===== config.mk =====
export PLATFORM = sky130hd
export DESIGN_NAME = jk_updown_counter
export DESIGN_NICKNAME = d
export VERILOG_FILES = /design/src/rtl/jk_updown_counter_pkg.sv /design/src/rtl/jk_ff_async.sv /design/src/rtl/jk_updown_counter.sv
export SDC_FILE = /design/constraint.sdc
export NUM_CORES = 1
export LEC_CHECK = 0
export CAP_MARGIN = 40
export CORE_MARGIN = 3
export CORE_UTILIZATION = 45
export DETAILED_ROUTE_END_ITERATION = 10
export GPL_TIMING_DRIVEN = 1
export PLACE_DENSITY = 0.77
export SYNTH_ARGS = -nofsm -noshare
export SYNTH_HDL_FRONTEND = slang
export SYNTH_SLANG_ARGS = --single-unit

===== constraint.sdc =====
create_clock -name clk -period 1.8 [get_ports clk]
set_input_delay 0.36 -clock clk [delete_from_list [all_inputs] [get_ports clk]]
set_output_delay 0.36 -clock clk [all_outputs]
set_load 0.005 [all_outputs]

===== src/rtl/jk_updown_counter_pkg.sv =====
// Shared definitions for the JK-based up/down counter.
//   - jk_code_t / JK_* : two-bit {J,K} excitation encodings used by every JK cell.
//   - modulus_legal()  : elaboration-time legality test for a modulo-N counter.
//   - JK_MODULUS_CHECK : macro that places an elaboration error in a generate
//                        scope when the modulus does not fit the width.
`ifndef JK_UPDOWN_COUNTER_PKG_SV
`define JK_UPDOWN_COUNTER_PKG_SV

package jk_updown_counter_pkg;

  typedef logic [1:0] jk_code_t;

  // Bit 1 is J, bit 0 is K.
  localparam jk_code_t JK_HOLD   = 2'b00;
  localparam jk_code_t JK_RESET  = 2'b01;
  localparam jk_code_t JK_SET    = 2'b10;
  localparam jk_code_t JK_TOGGLE = 2'b11;

  // A modulo-N counter needs at least two states and all of them must be
  // representable in the chosen width.
  function automatic bit modulus_legal(input int width, input int modulus);
    return (modulus >= 2) && (longint'(modulus) <= (longint'(1) << width));
  endfunction

endpackage

`define JK_MODULUS_CHECK(W, M) \
  if (!jk_updown_counter_pkg::modulus_legal(W, M)) begin : g_bad_modulus \
    $error("jk_updown_counter: MODULUS must satisfy 2 <= MODULUS <= 2**WIDTH"); \
  end

`endif


===== src/rtl/jk_ff_async.sv =====
// Single-bit JK storage cell with complementary registered outputs.
//   clk       : rising-edge clock
//   rst_n     : asynchronous active-low clear (q=0, q_inverse=1)
//   j, k      : excitation inputs (HOLD/RESET/SET/TOGGLE)
//   q         : stored bit
//   q_inverse : registered complement of q
module jk_ff_async
  import jk_updown_counter_pkg::*;
(
  input  logic clk,
  input  logic rst_n,
  input  logic j,
  input  logic k,
  output logic q,
  output logic q_inverse
);

  logic q_next;

  always_comb begin
    q_next = q;
    case ({j, k})
      JK_HOLD:   q_next = q;
      JK_RESET:  q_next = 1'b0;
      JK_SET:    q_next = 1'b1;
      JK_TOGGLE: q_next = ~q;
      default:   q_next = q;
    endcase
  end

  // q_inverse is its own flop so both outputs come straight from registers.
  always_ff @(posedge clk or negedge rst_n) begin
    if (!rst_n) begin
      q         <= 1'b0;
      q_inverse <= 1'b1;
    end else begin
      q         <= q_next;
      q_inverse <= ~q_next;
    end
  end

endmodule


===== src/rtl/jk_updown_counter.sv =====
// Modulo-MODULUS up/down counter built from a bank of JK cells.
//   clk, rst_n    : clock and asynchronous active-low reset
//   en            : count enable
//   up            : 1 = increment, 0 = decrement
//   load          : synchronous parallel load (priority over en)
//   load_val      : value to load; out-of-range values load MODULUS-1
//   count         : registered Q of each bit
//   count_inverse : registered Q_inverse of each bit (always ~count)
//   tc            : combinational terminal count, predicts wrap on next edge
//   wrap          : registered one-cycle pulse on wrap-around
//   load_err      : registered one-cycle pulse on out-of-range load
module jk_updown_counter
  import jk_updown_counter_pkg::*;
#(
  parameter int WIDTH   = 4,
  parameter int MODULUS = 10
) (
  input  logic             clk,
  input  logic             rst_n,
  input  logic             en,
  input  logic             up,
  input  logic             load,
  input  logic [WIDTH-1:0] load_val,
  output logic [WIDTH-1:0] count,
  output logic [WIDTH-1:0] count_inverse,
  output logic             tc,
  output logic             wrap,
  output logic             load_err
);

  `JK_MODULUS_CHECK(WIDTH, MODULUS)

  // MODULUS may equal 2**WIDTH, so range compares use one extra bit.
  localparam logic [WIDTH:0]   MOD_EXT = (WIDTH+1)'(MODULUS);
  localparam logic [WIDTH-1:0] MAX_VAL = WIDTH'(MODULUS - 1);
  localparam logic [WIDTH-1:0] ZERO    = '0;
  localparam logic [WIDTH-1:0] ONE     = {{(WIDTH-1){1'b0}}, 1'b1};

  logic [WIDTH-1:0] nxt;
  logic             wrap_d;
  logic             load_err_d;
  logic [WIDTH-1:0] j_vec;
  logic [WIDTH-1:0] k_vec;

  // Next-state selection: load > en > hold.
  always_comb begin
    nxt        = count;
    wrap_d     = 1'b0;
    load_err_d = 1'b0;
    if (load) begin
      if ({1'b0, load_val} < MOD_EXT) begin
        nxt = load_val;
      end else begin
        nxt        = MAX_VAL;
        load_err_d = 1'b1;
      end
    end else if (en) begin
      if ({1'b0, count} >= MOD_EXT) begin
        // Recovery from a forced illegal state, independent of direction.
        nxt = ZERO;
      end else if (up) begin
        if (count == MAX_VAL) begin
          nxt    = ZERO;
          wrap_d = 1'b1;
        end else begin
          nxt = count + ONE;
        end
      end else begin
        if (count == ZERO) begin
          nxt    = MAX_VAL;
          wrap_d = 1'b1;
        end else begin
          nxt = count - ONE;
        end
      end
    end
  end

  // Excitation: only HOLD/SET/RESET are ever produced; a bit that keeps its
  // value is held rather than re-written.
  for (genvar i = 0; i < WIDTH; i++) begin : g_bit
    jk_code_t code;
    assign code = (count[i] == nxt[i]) ? JK_HOLD : (nxt[i] ? JK_SET : JK_RESET);
    assign j_vec[i] = code[1];
    assign k_vec[i] = code[0];

    jk_ff_async u_ff (
      .clk       (clk),
      .rst_n     (rst_n),
      .j         (j_vec[i]),
      .k         (k_vec[i]),
      .q         (count[i]),
      .q_inverse (count_inverse[i])
    );
  end

  assign tc = en & ~load & ((up & (count == MAX_VAL)) | (~up & (count == ZERO)));

  always_ff @(posedge clk or negedge rst_n) begin
    if (!rst_n) begin
      wrap     <= 1'b0;
      load_err <= 1'b0;
    end else begin
      wrap     <= wrap_d;
      load_err <= load_err_d;
    end
  end

endmodule


; Word-level counts from Yosys, hierarchy flattened
; Cells that the tools add are included.
[totals]
out_inout_bits = 11
input_bits = 9
ram_bits = 0
elab_cells = 78
memories = 0
latch_bits = 0
reg_bits = 10
romBits = 0
[op_classes]
bitwise = 15
div = 0
add_sub_neg = 2
mul = 0
mux = 27
order_cmp = 2
reduce_logical = 5
n_shift = 0
n_eq_ne = 17
[op_table]
columns = cell, n
row1 = 4-bit two-way mux, 7
row2 = 2-bit == test (second input constant), 8
row3 = 2-bit two-way mux, 8
row4 = 1-bit case mux with 4 select lines, 4
row5 = 1-bit NOT, 10
row6 = 2-bit by 1-bit == test with 1-bit output (second input constant), 4
row7 = 2-bit zero test, 4
row8 = 1-bit two-way mux, 8
row9 = 4-bit by 1-bit adder with 4-bit output (second input constant), 1
row10 = 1-bit AND, 4
row11 = 1-bit == test, 4
row12 = 4-bit == test (second input constant), 1
row13 = 4-bit >= comparator (second input constant), 1
row14 = 4-bit zero test, 1
row15 = 4-bit less-than comparator (second input constant), 1
row16 = 4-bit by 1-bit subtractor with 4-bit output (second input constant), 1
row17 = 1-bit OR, 1

; Depth between registers and ports, before layout
; Gate-level depths: netlist of the first run.
[depth]
ltp_word = 11
ltp_mapped = 5
ltp_nobuf = 4

; By module
; From an unflattened synthesis of the first run, not the netlist that was laid out.
[hier_totals]
cells_unflattened = 82
hier_area_um2 = 695.7
[by_module_without_submodules]
columns = mod, seq_area_each_um2, cells_per_inst, area_per_inst_um2, instances
row1 = jk_updown_counter, 50.0, 62, 425.4, 1
row2 = jk_ff_async, 51.3, 5, 67.6, 4

; Worst setup path before layout of the first run
; OpenSTA, ideal clock, no wires.
[synth_timing]
path_kind = reg-to-output
from = register g_bit[0].u_ff.q
to = output port tc
arrival_time_ps = 1352
path_slack_ps = 88
path_buffers = 1
t_required_ps = 1440
stages_incl_launch_ff = 4
path_cell_list = dfrtp_1 buf_4 or3_1 a2111oi_1
[synth_between]
elab_chain_cells = 4
elab_cells_between_ends = 6
cone_classes = 1 x eq/ne / 4 x bitwise / 1 x reduce/logical
[synth_rtl]
columns = item, line_no
row1 = "start, declared", jk_ff_async.sv:14  ; output logic q,
row2 = "start signal, assigned", jk_ff_async.sv:37  ; q <= q_next;
row3 = 4-bit == test or 4-bit zero test (tied branches), jk_updown_counter.sv:97  ; assign tc = en & ~load & ((up & (count == MAX_VAL)) | (~up & (count == ZERO)));
row4 = 1-bit AND, jk_updown_counter.sv:97
row5 = 1-bit OR (*), jk_updown_counter.sv:97
row6 = 1-bit AND (*), jk_updown_counter.sv:97
row7 = "end, declared", jk_updown_counter.sv:26  ; output logic tc,
; Every way passes the cells marked *; elsewhere a longest branch is shown, timed or not.

; Worst setup path after layout of the first run
; Ends and elaborated chain as after synthesis.

==> results.cfg, run 1 <==
[sta]
clock.fmax_mhz = 537.7
fin_ws_ps = -59.75
tightest_slew_ps = 454.0
rsz0062_at_grt = true
final_max_slew_viol_count = 0
min_period_ps = 1860
finalSetupTns_ps = -59.75
hold_viol_final = 0
setup_viol = 1
timing.final.crit_share_pct = 103.3
skew_ps = 0.3380
timing.hold.ws_ps = 408.7
relSlewSlack_pct = 69.64

[clock_tree]
clock_path_buffers = 2
clk_latency_ps = 260
clk_pin_slew_ps = 60
cts_max_level = 1
numCtsBuffers = 3
cts_tree = built
cts_root_buf = clkbuf_4
clock-sinks = 10
ctsHoldBuffers = 0

[yosys]
synth_seq_cells = 10
synth_area_leader_cell = dfrtp_1
synth_most_common_cell = buf_4
yosysWarnings = 0
ys_seq_area_share_pct = 38.35
synth_common_cells = buf_4 (9), dfrtp_1 (6), nor2_1 (5), dfstp_2 (4)
syn_inst = 71
netlist_area_sq_um = 665.6
synth_top_area_share_pct = 22.56
netlist-cell-type-count = 36
synthesis.nets = 80
synth_edf_count = 0
synth.area.top_cells = dfrtp_1 (23%), dfstp_2 (16%), buf_4 (10%)
syn_avg_cell_area_sq_um = 9.375
ys.flop_type = dfrtp_1
synthArstFlopShare_pct = 100.0

[power]
cellLeakagePower_nw = 0.3621
total_power_mw = 0.6403
ir_worst_vdd_mv = 0.4454
p_per_area_mw_per_mm2 = 704.8

[detailed_routing]
first_pass_iters = 4
routed_wl_microns = 1443
drtIter0Drc = 18
ant_nets = 0
drc = 0
via_per_inst = 5.481
wire_per_inst_microns = 13.61
via_count = 581

[global_routing]
grt_pass1_wl_microns = 2394
grt_pass1_vias = 531
grt_max_degree = 14
track_usage_pct = 17.11
antenna_found_initial = 0
grt.overflow.total = 0

[finish]
final_area_sq_um = 908.4
final_cells = 106
drive_above_1_share_pct = 27.47
final_core_util_pct = 67.28
fin_nets = 102
area_delta_synth_final_pct = 36.47
antennaDiodeCount = 0

[setup_path]
worstRegToRegCells = 5
start_kind = register
critPathMaxFanout = 2
rr_startpoint = g_bit[1].u_ff.q
startpoint = g_bit[0].u_ff.q
required_ps = 1440
crit_path_end = tc
worst_ep_arrival_time_ps = 1500
crit_type = reg -> out
worst_r2r_endpoint = g_bit[3].u_ff.q_inverse
r2r_slack_ps = 260
end_kind = output pin

[place]
numPortBuffers = 19
dp_hpwl_microns = 1051
place.gp.congestion = 0.7545
placed_cell_area_sq_um = 853.3
pre_cts_slack_ps = -675.7
place_inst = 102

[floorplanning]
die_w_microns = 44.46
die_y_microns = 44.46
io_pins = 20
num_rows = 13
core-area_sq_mm = 0.001350
dieArea_sq_mm = 0.001977
start_util_pct = 49.30

[flow_run]
cap_violations = 0

[outcome]
failed_checks = setup timing
status = finished, violations left

[hold_path]
worstHoldPathType = in -> async
==> cells by family (layout without fill, tap and decap cells) <==
| logic type | count (synthesis) | after routing | share of synthesized area, % |
|---|---|---|---|
| AND/OR/NAND/NOR | 26 | 26 | 23.31 |
| AO/OA/AOI/OAI | 19 | 19 | 21.62 |
| buffers and inverters | 16 | 36 | 16.73 |
| flip-flops | 10 | 10 | 38.35 |
==> area by class of cell <==
type / count / area [sq um]
Clock buffer: 3 / 22.52
Fill cell: 101 / 441.7
Inverter: 2 / 7.507
Multi-Input combinational cell: 45 / 326.6
Sequential cell: 10 / 255.2
Tap cell: 15 / 18.77
Timing Repair Buffer: 31 / 277.8
==> routing by layer <==
layer	wire, microns	track usage (%)	share of wire [%]
met2	705	27.51	49
met4	8	5.422	0.55
met3	108	8.130	7.5
met5	0	0	0
met1	620	19.95	43
==> critical path: stages, from the launching register on <==
cell,delay [ps]
dfrtp_1,380
or3_4,400
a2111oi_4,280
buf_2,160
==> power by group <==
group | switching (mW) | internal (mW) | total (mW)
Combinational | 0.0993 | 0.123 | 0.222
Sequential | 0.0119 | 0.255 | 0.267
Clock | 0.0740 | 0.0772 | 0.151
Total | 0.185 | 0.455 | 0.640
==> timing repair <==
action / in CTS / in global routing
gates resized for setup: 10 / 0
setup endpoints to repair: 1 / 1
pin swaps: 1 / 0
setup buffers: 1 / 0
==> placed cells by master (no fill, tap or decap), drive strengths merged <==
master and instances:
o31ai 1, o31a 1, o21ai 5, nor2 5, o311a 1, nor2b 1
clkbuf 3, nand3b 2, or4b 1, nand3 3, o2bb2ai 1, a222oi 1
a2111oi 2, a21o 1, dfrtp 6, and4bb 1, nor3 3, a21oi 2
or3 1, nand2b 1, clkdlybuf4s50 17, inv 2, or2b 1, o311ai 1
nand4b 1, dlygate4sd2 1, nor4 1, a211oi 1, nor4bb 1, and2 1
o21a 2, nand2 3, buf 13, dfstp 4
==> sequential cells by signal, summed over array words and instances (netlist names) <==
name / count
g_bit.u_ff.q: 4
g_bit.u_ff.q_inverse: 4
load_err: 1
wrap: 1
==> worst min-delay path by stage <==
stage                          startpoint         endpoint  slack [ps]
after floorplan                     rst_n  g_bit[0].u_ff.q          60
after global placement    g_bit[1].u_ff.q             wrap         620
after detailed placement  g_bit[1].u_ff.q             wrap         620
after CTS                           rst_n  g_bit[2].u_ff.q         410
after global routing                rst_n  g_bit[2].u_ff.q         420
final                               rst_n  g_bit[1].u_ff.q         410
No activity file was read; power rests on OpenSTA's default activity.
==> inputs of run 2 (changes only) <==
- HOLD_SLACK_MARGIN: unset -> 0.1
==> results of run 2 <==
The final DEF is identical to that of run 1; final timing and power are the same.
==> patch: new RTL, config.mk and constraints of run 2 <==
Remove the register `wrap`: a continuous assignment takes its place, so the output `wrap` follows one clock earlier. Comments in the files are not updated.
--- a/src/rtl/jk_updown_counter.sv
+++ b/src/rtl/jk_updown_counter.sv
@@ -98,13 +98,13 @@
 
   always_ff @(posedge clk or negedge rst_n) begin
     if (!rst_n) begin
-      wrap     <= 1'b0;
       load_err <= 1'b0;
     end else begin
-      wrap     <= wrap_d;
       load_err <= load_err_d;
     end
   end
 
+  assign wrap = wrap_d;
+
 endmodule
 
Function: changed (Yosys sat finds a counterexample within 4 cycles, from zero or initial values and one cycle with rst_n low).
==> patch against run 2 <==
  * The run still ends with setup timing left
  * Critical path depth unchanged
  * Sequential cell count down 1
  * Via count down 0.34%
  * Wire length up 6.4%
  * Non-clock buffer count down 3
  * Final area down 4.3%
  * Die area down 3.3%
  * Worst setup slack worse by 0.021 ns
  * Synthesized area down 3.8%
  * Count of clock-buffer cells in the layout up 1
  * Total power down 2.6%
  * Cell count down 3.8%
  * Critical path type unchanged
  * Largest power group unchanged
==> patch: results (changes against run 2) <==
Run status
  • Status: complete, but fails checks (unchanged)
  • Failing checks: setup timing (unchanged)

Timing
  • Clk_skew: 0.00356 ns (was 0.000338 ns)
  • Final worst slack: -0.0810 ns (was -0.0597 ns)
  • Worst slew margin: 0.720 (was 0.696)
  • Setup TNS: -0.135 ns (was -0.0597 ns)
  • Final setup fails: 2 (was 1)

Routing
  • Drt total wl: 1540 um (was 1440 um)
  • Iter 0 DRT Violations: 13 (was 18)
  • Via count: 579 (was 581)

Placed design
  • Detailed Place HPWL: 1060 um (was 1050 um)
  • Gpl congestion: 0.781 (was 0.755)
  • Dpl ws: -0.694 ns (was -0.676 ns)

Power and ir drop
  • Static Leakage: 0.335 nW (was 0.362 nW)
  • Internal: 0.436 mW (was 0.455 mW)
  • Max VDD drop: 0.454 mV (was 0.445 mV)

GRT
  • GRT Util Overall: 0.174 (was 0.171)
  • First-pass GRT wire length: 2490 um (was 2390 um)
  • Vias in the first global route: 560 (was 531)

Synth
  • Synth area leaders: dfrtp_1 20%, dfstp_2 16%, buf_4 11%, buf_6 3.5%, nor2_1 2.9% (was dfrtp_1 23%, dfstp_2 16%, buf_4 10%, buf_6 3.4%, nor2_1 2.8%)
  • Post-synth top cells: 9 x buf_4, 5 x dfrtp_1, 5 x nor2_1, 4 x dfstp_2 (was 9 x buf_4, 6 x dfrtp_1, 5 x nor2_1, 4 x dfstp_2)
  • Sequential area share after synthesis: 0.359 (was 0.383)
  • Mapped Nets: 79 (was 80)

Cells and area
  • Layout cells sized above 1: 0.284 (was 0.275)
  • Diode count: 0 (unchanged)
  • Regs by FF count: g_bit.u_ff.q x4, g_bit.u_ff.q_inverse x4, load_err x1 (was g_bit.u_ff.q x4, g_bit.u_ff.q_inverse x4)
  • Net total in the final layout: 98 (was 102)

Critical path
  • CP Launch Point: g_bit[3].u_ff.q (was g_bit[0].u_ff.q)
  • Crit-path max cell delay: 0.42 ns (was 0.40 ns)
  • FF-to-FF End: g_bit[2].u_ff.q (was g_bit[3].u_ff.q_inverse)
  • Reg-to-reg slack, setup: 0.13 ns (was 0.26 ns)
  • Worst path slowest cell: or3_4 (unchanged)
  • Reg2reg path depth: 6 (was 5)

Clocking
  • Maximum clock insertion buffer count: 2 (unchanged)
patch: what timing repair did:
item                       4_1_cts  5_1_grt
resized for setup               13        3
pin swaps                        3        1
gates cloned                     0        0
buffers inserted                 0        0
setup endpoints to repair        2        4
patch: per-layer routing:
layer | routed length (um) | up-vias | global-route usage
li1 | - | 289 | -
met1 | 661 | 268 | 0.213
met2 | 783 | 20 | 0.302
met3 | 82 | 2 | 0.0498
met4 | 9 | 0 | 0.0361
met5 | 0 | - | 0
patch: worst max path at each step:
| stage | to | cells after the start |
|---|---|---|
| after floorplan | tc | 3 |
| after global placement | tc | 4 |
| after detailed placement | tc | 4 |
| after CTS | tc | 3 |
| after global routing | tc | 3 |
| final | tc | 3 |
patch: final cells by class:
type                       instances  area (um2)
timing repair buffer              28         246
tap                               14        17.5
fill                              91         347
sequential                         9         233
multi-input combinational         45         339
inverter                           2        7.51
clock buffer                       4        26.3
patch: kinds of logic (layout without fill, tap and decap cells):
kind of cell | Yosys count | after routing | synth area share
compound gates | 19 | 19 | 0.225
simple gates | 26 | 26 | 0.242
buf+inv | 16 | 34 | 0.174
flops | 9 | 9 | 0.359
patch: power by group through the flow:
stage / Combinational [mW] / Sequential, mW / Clock, mW
final: 0.220 / 0.248 / 0.156
after global routing: 0.239 / 0.250 / 0.168
after CTS: 0.216 / 0.246 / 0.159
after detailed placement: 0.210 / 0.245 / 0
after global placement: 0.205 / 0.245 / 0
after floorplan: 0.137 / 0.245 / 0
patch: through the flow:
| step | util | instance area [um2] | cells | hold WS (ns) | total power [mW] |
|---|---|---|---|---|---|
| floorplan | - | 641 | 70 | 0.0644 | 0.382 |
| global placement | 0.668 | 812 | 98 | 0.672 | 0.450 |
| detailed placement | 0.668 | 812 | 98 | 0.684 | 0.455 |
| CTS | 0.709 | 862 | 102 | 0.408 | 0.621 |
| global route | 0.715 | 870 | 102 | 0.415 | 0.657 |
| finish | 0.715 | 870 | 102 | 0.396 | 0.624 |
